**src/rtl/cordic_sched.sv**
```systemverilog
`timescale 1ns/1ps
// Shares one pipelined cordic sin/cos core between NREQ requesters and returns tagged results.
// Build option: define CORDIC_RR_EN for round-robin arbitration (default is fixed priority).
module cordic_sched #(
    parameter int NREQ      = 4,
    parameter int IDW       = 2,
    parameter int LAT       = 16,
    parameter int XIN_SCALE = 19430
) (
    input  logic                 clk_100mhz,
    input  logic                 rst_n,
    input  logic [NREQ-1:0]      req_valid,
    input  logic [NREQ*32-1:0]   req_angle,
    output logic [NREQ-1:0]      req_ready,
    input  logic                 drain,
    output logic [31:0]          cordic_angle,
    output logic [15:0]          cordic_xin,
    output logic [15:0]          cordic_yin,
    input  logic [16:0]          cordic_xout,
    input  logic [16:0]          cordic_yout,
    output logic                 rsp_valid,
    output logic [IDW-1:0]       rsp_id,
    output logic [16:0]          rsp_cos,
    output logic [16:0]          rsp_sin,
    output logic [4:0]           inflight,
    output logic                 idle
);

    // state    | meaning
    // ST_IDLE  | nothing in flight, grants allowed
    // ST_RUN   | issuing and/or waiting for results
    // ST_DRAIN | grants blocked until the pipeline is empty
    typedef enum logic [1:0] {
        ST_IDLE  = 2'd0,
        ST_RUN   = 2'd1,
        ST_DRAIN = 2'd2
    } state_t;

    state_t         state, state_nxt;
    logic [IDW-1:0] gnt_id;
    logic           gnt_any;
    logic           accept_ok;
    logic           accept;
    logic           retire;
    logic [31:0]    gnt_angle;
    logic [IDW:0]   tag_pipe [0:LAT];

`ifdef CORDIC_RR_EN
    logic [IDW-1:0] rr_ptr;
    logic [IDW-1:0] rr_sel;
    int             rr_idx;

    always_comb begin
        gnt_id  = '0;
        gnt_any = 1'b0;
        rr_idx  = 0;
        rr_sel  = '0;
        for (int i = 1; i <= NREQ; i++) begin
            rr_idx = int'(rr_ptr) + i;
            if (rr_idx >= NREQ) rr_idx = rr_idx - NREQ;
            rr_sel = IDW'(rr_idx);
            if (!gnt_any && req_valid[rr_sel]) begin
                gnt_any = 1'b1;
                gnt_id  = rr_sel;
            end
        end
    end

    always_ff @(posedge clk_100mhz or negedge rst_n) begin
        if (!rst_n) begin
            rr_ptr <= '0;
        end else if (accept) begin
            rr_ptr <= gnt_id;
        end
    end
`else
    always_comb begin
        gnt_id  = '0;
        gnt_any = 1'b0;
        for (int i = NREQ - 1; i >= 0; i--) begin
            if (req_valid[i]) begin
                gnt_any = 1'b1;
                gnt_id  = IDW'(i);
            end
        end
    end
`endif

    // rst_n gates the grant so req_ready reads zero while reset is held
    assign accept_ok = rst_n && (state != ST_DRAIN) && !drain;
    assign accept    = gnt_any && accept_ok;
    assign req_ready = accept ? (NREQ'(1) << gnt_id) : '0;
    assign retire    = tag_pipe[LAT-1][IDW];

    always_comb begin
        gnt_angle = '0;
        for (int k = 0; k < NREQ; k++) begin
            if (IDW'(k) == gnt_id) gnt_angle = req_angle[32*k +: 32];
        end
    end

    assign cordic_xin = 16'(XIN_SCALE);
    assign cordic_yin = 16'd0;
    assign idle       = (state == ST_IDLE);

    always_ff @(posedge clk_100mhz or negedge rst_n) begin
        if (!rst_n) begin
            cordic_angle <= '0;
        end else if (accept) begin
            cordic_angle <= gnt_angle;
        end
    end

    // Stage 0 sits beside cordic_angle; stages 1..LAT track the core's registers.
    always_ff @(posedge clk_100mhz or negedge rst_n) begin
        if (!rst_n) begin
            for (int i = 0; i <= LAT; i++) tag_pipe[i] <= '0;
        end else begin
            tag_pipe[0] <= accept ? {1'b1, gnt_id} : '0;
            for (int i = 1; i <= LAT; i++) tag_pipe[i] <= tag_pipe[i-1];
        end
    end

    always_ff @(posedge clk_100mhz or negedge rst_n) begin
        if (!rst_n) begin
            rsp_valid <= 1'b0;
            rsp_id    <= '0;
            rsp_cos   <= '0;
            rsp_sin   <= '0;
        end else begin
            rsp_valid <= tag_pipe[LAT][IDW];
            if (tag_pipe[LAT][IDW]) begin
                rsp_id  <= tag_pipe[LAT][IDW-1:0];
                rsp_cos <= cordic_xout;
                rsp_sin <= cordic_yout;
            end
        end
    end

    // Counted out when the result leaves the core, one clock before rsp_valid,
    // so a full pipeline holds exactly LAT.
    always_ff @(posedge clk_100mhz or negedge rst_n) begin
        if (!rst_n) begin
            inflight <= '0;
        end else begin
            case ({accept, retire})
                2'b10:   inflight <= inflight + 5'd1;
                2'b01:   inflight <= inflight - 5'd1;
                default: inflight <= inflight;
            endcase
        end
    end

    always_ff @(posedge clk_100mhz or negedge rst_n) begin
        if (!rst_n) begin
            state <= ST_IDLE;
        end else begin
            state <= state_nxt;
        end
    end

    always_comb begin
        state_nxt = state;
        case (state)
            ST_IDLE: begin
                if (!drain && (|req_valid)) state_nxt = ST_RUN;
            end
            ST_RUN: begin
                if (drain) begin
                    state_nxt = ST_DRAIN;
                end else if ((inflight == 5'd0) && !(|req_valid)) begin
                    state_nxt = ST_IDLE;
                end
            end
            ST_DRAIN: begin
                if ((inflight == 5'd0) && !tag_pipe[LAT][IDW]) state_nxt = ST_IDLE;
            end
            default: state_nxt = ST_IDLE;
        endcase
    end

endmodule
```
**config.mk**
```make
export PLATFORM = sky130hd
export DESIGN_NAME = cordic_sched
export DESIGN_NICKNAME = d
export VERILOG_FILES = /design/src/rtl/cordic_sched.sv
export SDC_FILE = /design/constraint.sdc
export NUM_CORES = 1
export LEC_CHECK = 0
export BUFFER_PORTS_ARGS = -buffer_cell sky130_fd_sc_hd__buf_4
export CAP_MARGIN = 40
export CORE_MARGIN = 2
export CORE_UTILIZATION = 50
export DETAILED_ROUTE_END_ITERATION = 8
export MAX_ROUTING_LAYER = met4
export PLACE_DENSITY = 0.86
export SYNTH_ARGS = -nofsm -noshare
export SYNTH_HDL_FRONTEND = slang
export SYNTH_SLANG_ARGS = --single-unit
```
**constraint.sdc**
```tcl
create_clock -name clk_100mhz -period 6.23 [get_ports clk_100mhz]
set_clock_uncertainty 0.15 [all_clocks]
set_input_delay 0.623 -clock clk_100mhz [delete_from_list [all_inputs] [get_ports clk_100mhz]]
set_output_delay 0.623 -clock clk_100mhz [all_outputs]
set_load 0.05 [all_outputs]
```
==> out/metrics.csv <==
stage,metric,value,unit
logic_synthesis,synth_area_leaders,"dfrtp_1 56%, mux2_2 7.4%, a32oi_1 5.0%",
place,port_buffers,247,
route,drt_iter0_markers,346,
route,drc,0,
global_routing,grt_pass1_vias,4443,
final_layout,nNetsFinal,886,
logic_synthesis,synth_cells,481,
logic_synthesis,yosysTopAreaCell,dfrtp_1,
route,viasPerCell,5.293,
pwr,switching_power,1.457,mW
sta,maxSlewViolCount,0,
route,num_vias,4584,
route,drtAntennaViolNets,0,
die,die_x,110.1,um
logic_synthesis,ys_ff_latch,127,
pwr,p_leak,4.017,nW
cts,hold_buffers,0,
cts,cts_made_buffers,17,
pwr,p_clk_share,27.1,%
logic_synthesis,yosysUniqueCellTypes,33,
cts,ctsResizeCount,0,
status,status,finished clean,
worst_setup_path,cp_top_family,simple AND/OR/NAND/NOR gates,
final_layout,num_antenna_cells,0,
sta,slew_headroom,43.21,%
die,rows,38,
logic_synthesis,yosysWarnings,0,
cts,cts_tree,built,
global_routing,grt_pass1_wl,21.94,mm
sta,min_period,3360,ps
worst_setup_path,end_kind,flop,
worst_setup_path,worstPathCellList,"buf_4, or4_4, nand4b_4, buf_12, ha_1, xor2_1, ha_1, a21oi_1, nor4b_1, a21oi_1, xnor2_1",
cts,cts_sinks,127,
logic_synthesis,syn_area,5632,sq um
global_routing,antenna_found_initial,0,
cts,cts.path.max_buffers,2,
global_routing,grt_max_degree,73,
sta,hold_violations,0,
worst_setup_path,crit_buf_inv,2,
run,cap_violations,0,
logic_synthesis,synth_top_area_share,56.43,%
route,detail_route.first_pass.iterations,5,
min_path,hold_class,in2async,
die,ioPinCount,280,
pwr,p_seq_share,32.3,%
pwr,ir_drop,0.2969,mV
sta,setup_viol,0,
die,core_area,10940,sq um
sta,rsz0062_at_grt,false,
cts,root_buffer,clkbuf_16,
die,die_area,12130,sq um
sta,setup_ws,2870,ps
final_layout,area_growth_syn_to_layout,43.23,%
die,start_util,51.50,%
cts,clk_latency,400,ps
sta,tightest_slew,851.8,ps
place,gp_congestion,0.8587,
final_layout,fin_util,73.76,%
route,wirelength,14.77,mm
route,wl_per_cell,17.05,um
worst_setup_path,critPathRequiredTime,6360,ps
cts,clkSlewWorstSetupHoldPaths,60,ps
worst_setup_path,cpMaxStageDelayCell,or4_4,
worst_setup_path,critical_path_class,in2reg,
sta,max_freq,297.6,MHz
logic_synthesis,ys_seq_area_share,56.43,%
worst_setup_path,crit_arrival,3490,ps
sta,period_share,53.94,%
pwr,power,3.616,mW
final_layout,drive_gt1_share,44.77,%
pwr,p_int,2.159,mW
cts,postCtsSetupBuffers,0,
global_routing,track_usage,24.89,%
worst_setup_path,crit_fanout,71,
place,dp_hpwl,10.80,mm
worst_setup_path,max_stage_delay,600,ps
pwr,switching_share,40.30,%
sta,setup_tns,0,ps
worst_setup_path,cp-start-kind,input port,
global_routing,grt-ovfl-total,0,
final_layout,fillerInstances,749,
die,die_h,110.1,um
cts,h-tree-depth,4,
pwr,p_per_area,448.2,nW/um^2
logic_synthesis,synth.avg_cell_area,11.71,sq um
pwr,power_frac_comb,40.6,%
place,pre_cts_ws,2512,ps
## stage by stage
stage / instances / cell area, sq um / hold slack, ps
3_5_place_dp: 835 / 7470 / 184.7
6_report: 866 / 8066 / 25.62
4_1_cts: 866 / 8066 / 33.01
2_1_floorplan: 511 / 5744 / 177.4
3_3_place_gp: 831 / 7380 / 185.1
5_1_grt: 866 / 8066 / 53.65
## cell usage in the layout (no fill, tap or decap), types with 2 or more instances in the layout
cell       Yosys  layout
clkinv_4       0       2
nor4b_1        2       2
clkbuf_8       0       2
conb_1         2      32
o21ai_0        3       3
a21oi_1        5       5
mux2_2        37      37
bufinv_16      0       3
clkinv_2       0       5
a211o_1       31      31
xor2_1         4       4
dfrtp_1      127     127
nor2_1        41      41
ha_1           3       3
buf_16         0       2
nand2_1       36      36
nand2b_1      33      33
xnor2_1        2       2
nor3_1         3       3
buf_4         33     249
a32oi_1       32      32
nor2b_1        4       3
o31ai_1       34      33
clkbuf_16      0      17
## layer usage
layer	vias up	part of all wire, %	track usage [%]
met2	270	50	40.14
met5	-	0	-
met4	0	1.2	8.661
met1	2171	39	30.39
met3	18	9.5	6.820
li1	2125	-	-
## synth_stat cells (all sizes together)
library cell	n
a211o	31
a21oi	5
a31oi	1
a32oi	32
and3b	1
buf	55
clkbuf	15
clkinv	1
conb	2
dfrtp	127
ha	3
inv	1
mux2	37
nand2	36
nand2b	33
nand3b	1
nand4b	1
nor2	41
nor2b	4
nor3	3
nor3b	1
nor4	1
nor4b	2
o21ai	3
o21bai	1
o22ai	1
o31ai	34
or4	1
or4b	1
xnor2	2
xor2	4
## cell type report
class / count / area (sq um) / share of cell area, %
inverters: 2 / 7.507 / 0.09307
flip-flops and latches: 127 / 3178 / 39.40
repair buffers: 254 / 1971 / 24.43
multi-input cells: 312 / 2138 / 26.51
clock inverters: 11 / 140.1 / 1.737
clock buffers: 20 / 456.7 / 5.662
well taps: 140 / 175.2 / 2.172
## cells by family (layout without fill, tap and decap cells)
family / count (synthesis) / in the layout / share of synthesized area [%]
AO/OA/AOI/OAI: 108 / 108 / 15.40
other: 2 / 32 / 0.1334
multiplexers: 37 / 37 / 7.398
adder cells (fa/ha/maj): 3 / 3 / 0.6666
flip-flops: 127 / 127 / 56.43
XOR/XNOR: 6 / 6 / 0.9331
AND/OR/NAND/NOR: 126 / 126 / 11.00
buffers and inverters: 72 / 287 / 8.042
## power by group through the flow
stage	combinational [mW]	sequential [mW]	clock, mW
2_1_floorplan	0.373	1.78	0
3_3_place_gp	1.44	1.17	0
3_5_place_dp	1.47	1.18	0
4_1_cts	1.48	1.17	0.999
5_1_grt	1.54	1.19	1.04
6_report	1.47	1.17	0.980
## path summary, 6_finish.rpt
path / start / endpoint / slack (ps) / depth (start not counted)
min in group clk_100mhz: tag_pipe[9]$_DFF_PN0_ / tag_pipe[6]$_DFF_PN0_ / 190 / 0
hold / removal: rst_n / cordic_angle[9]$_DFFE_PN0N_ / 30 / 1
max in group asynchronous: rst_n / rsp_cos[6]$_DFFE_PN0P_ / 4650 / 2
setup reg to reg: state[0]$_DFFE_PN0P_ / inflight[4]$_DFFE_PN0P_ / 3380 / 10
setup / recovery: req_valid[1] / inflight[4]$_DFFE_PN0P_ / 2870 / 11
hold reg to reg: tag_pipe[9]$_DFF_PN0_ / tag_pipe[6]$_DFF_PN0_ / 190 / 0
## sequential cells by signal, summed over array words and instances, names as in the netlist
register / cells
cordic_angle: 32
rsp_valid: 1
rsp_id: 2
inflight: 5
tag_pipe: 50
rsp_sin: 17
state: 2
rsp_cos: 17
retire: 1
Note: power is estimated with default switching activity, not from simulation.
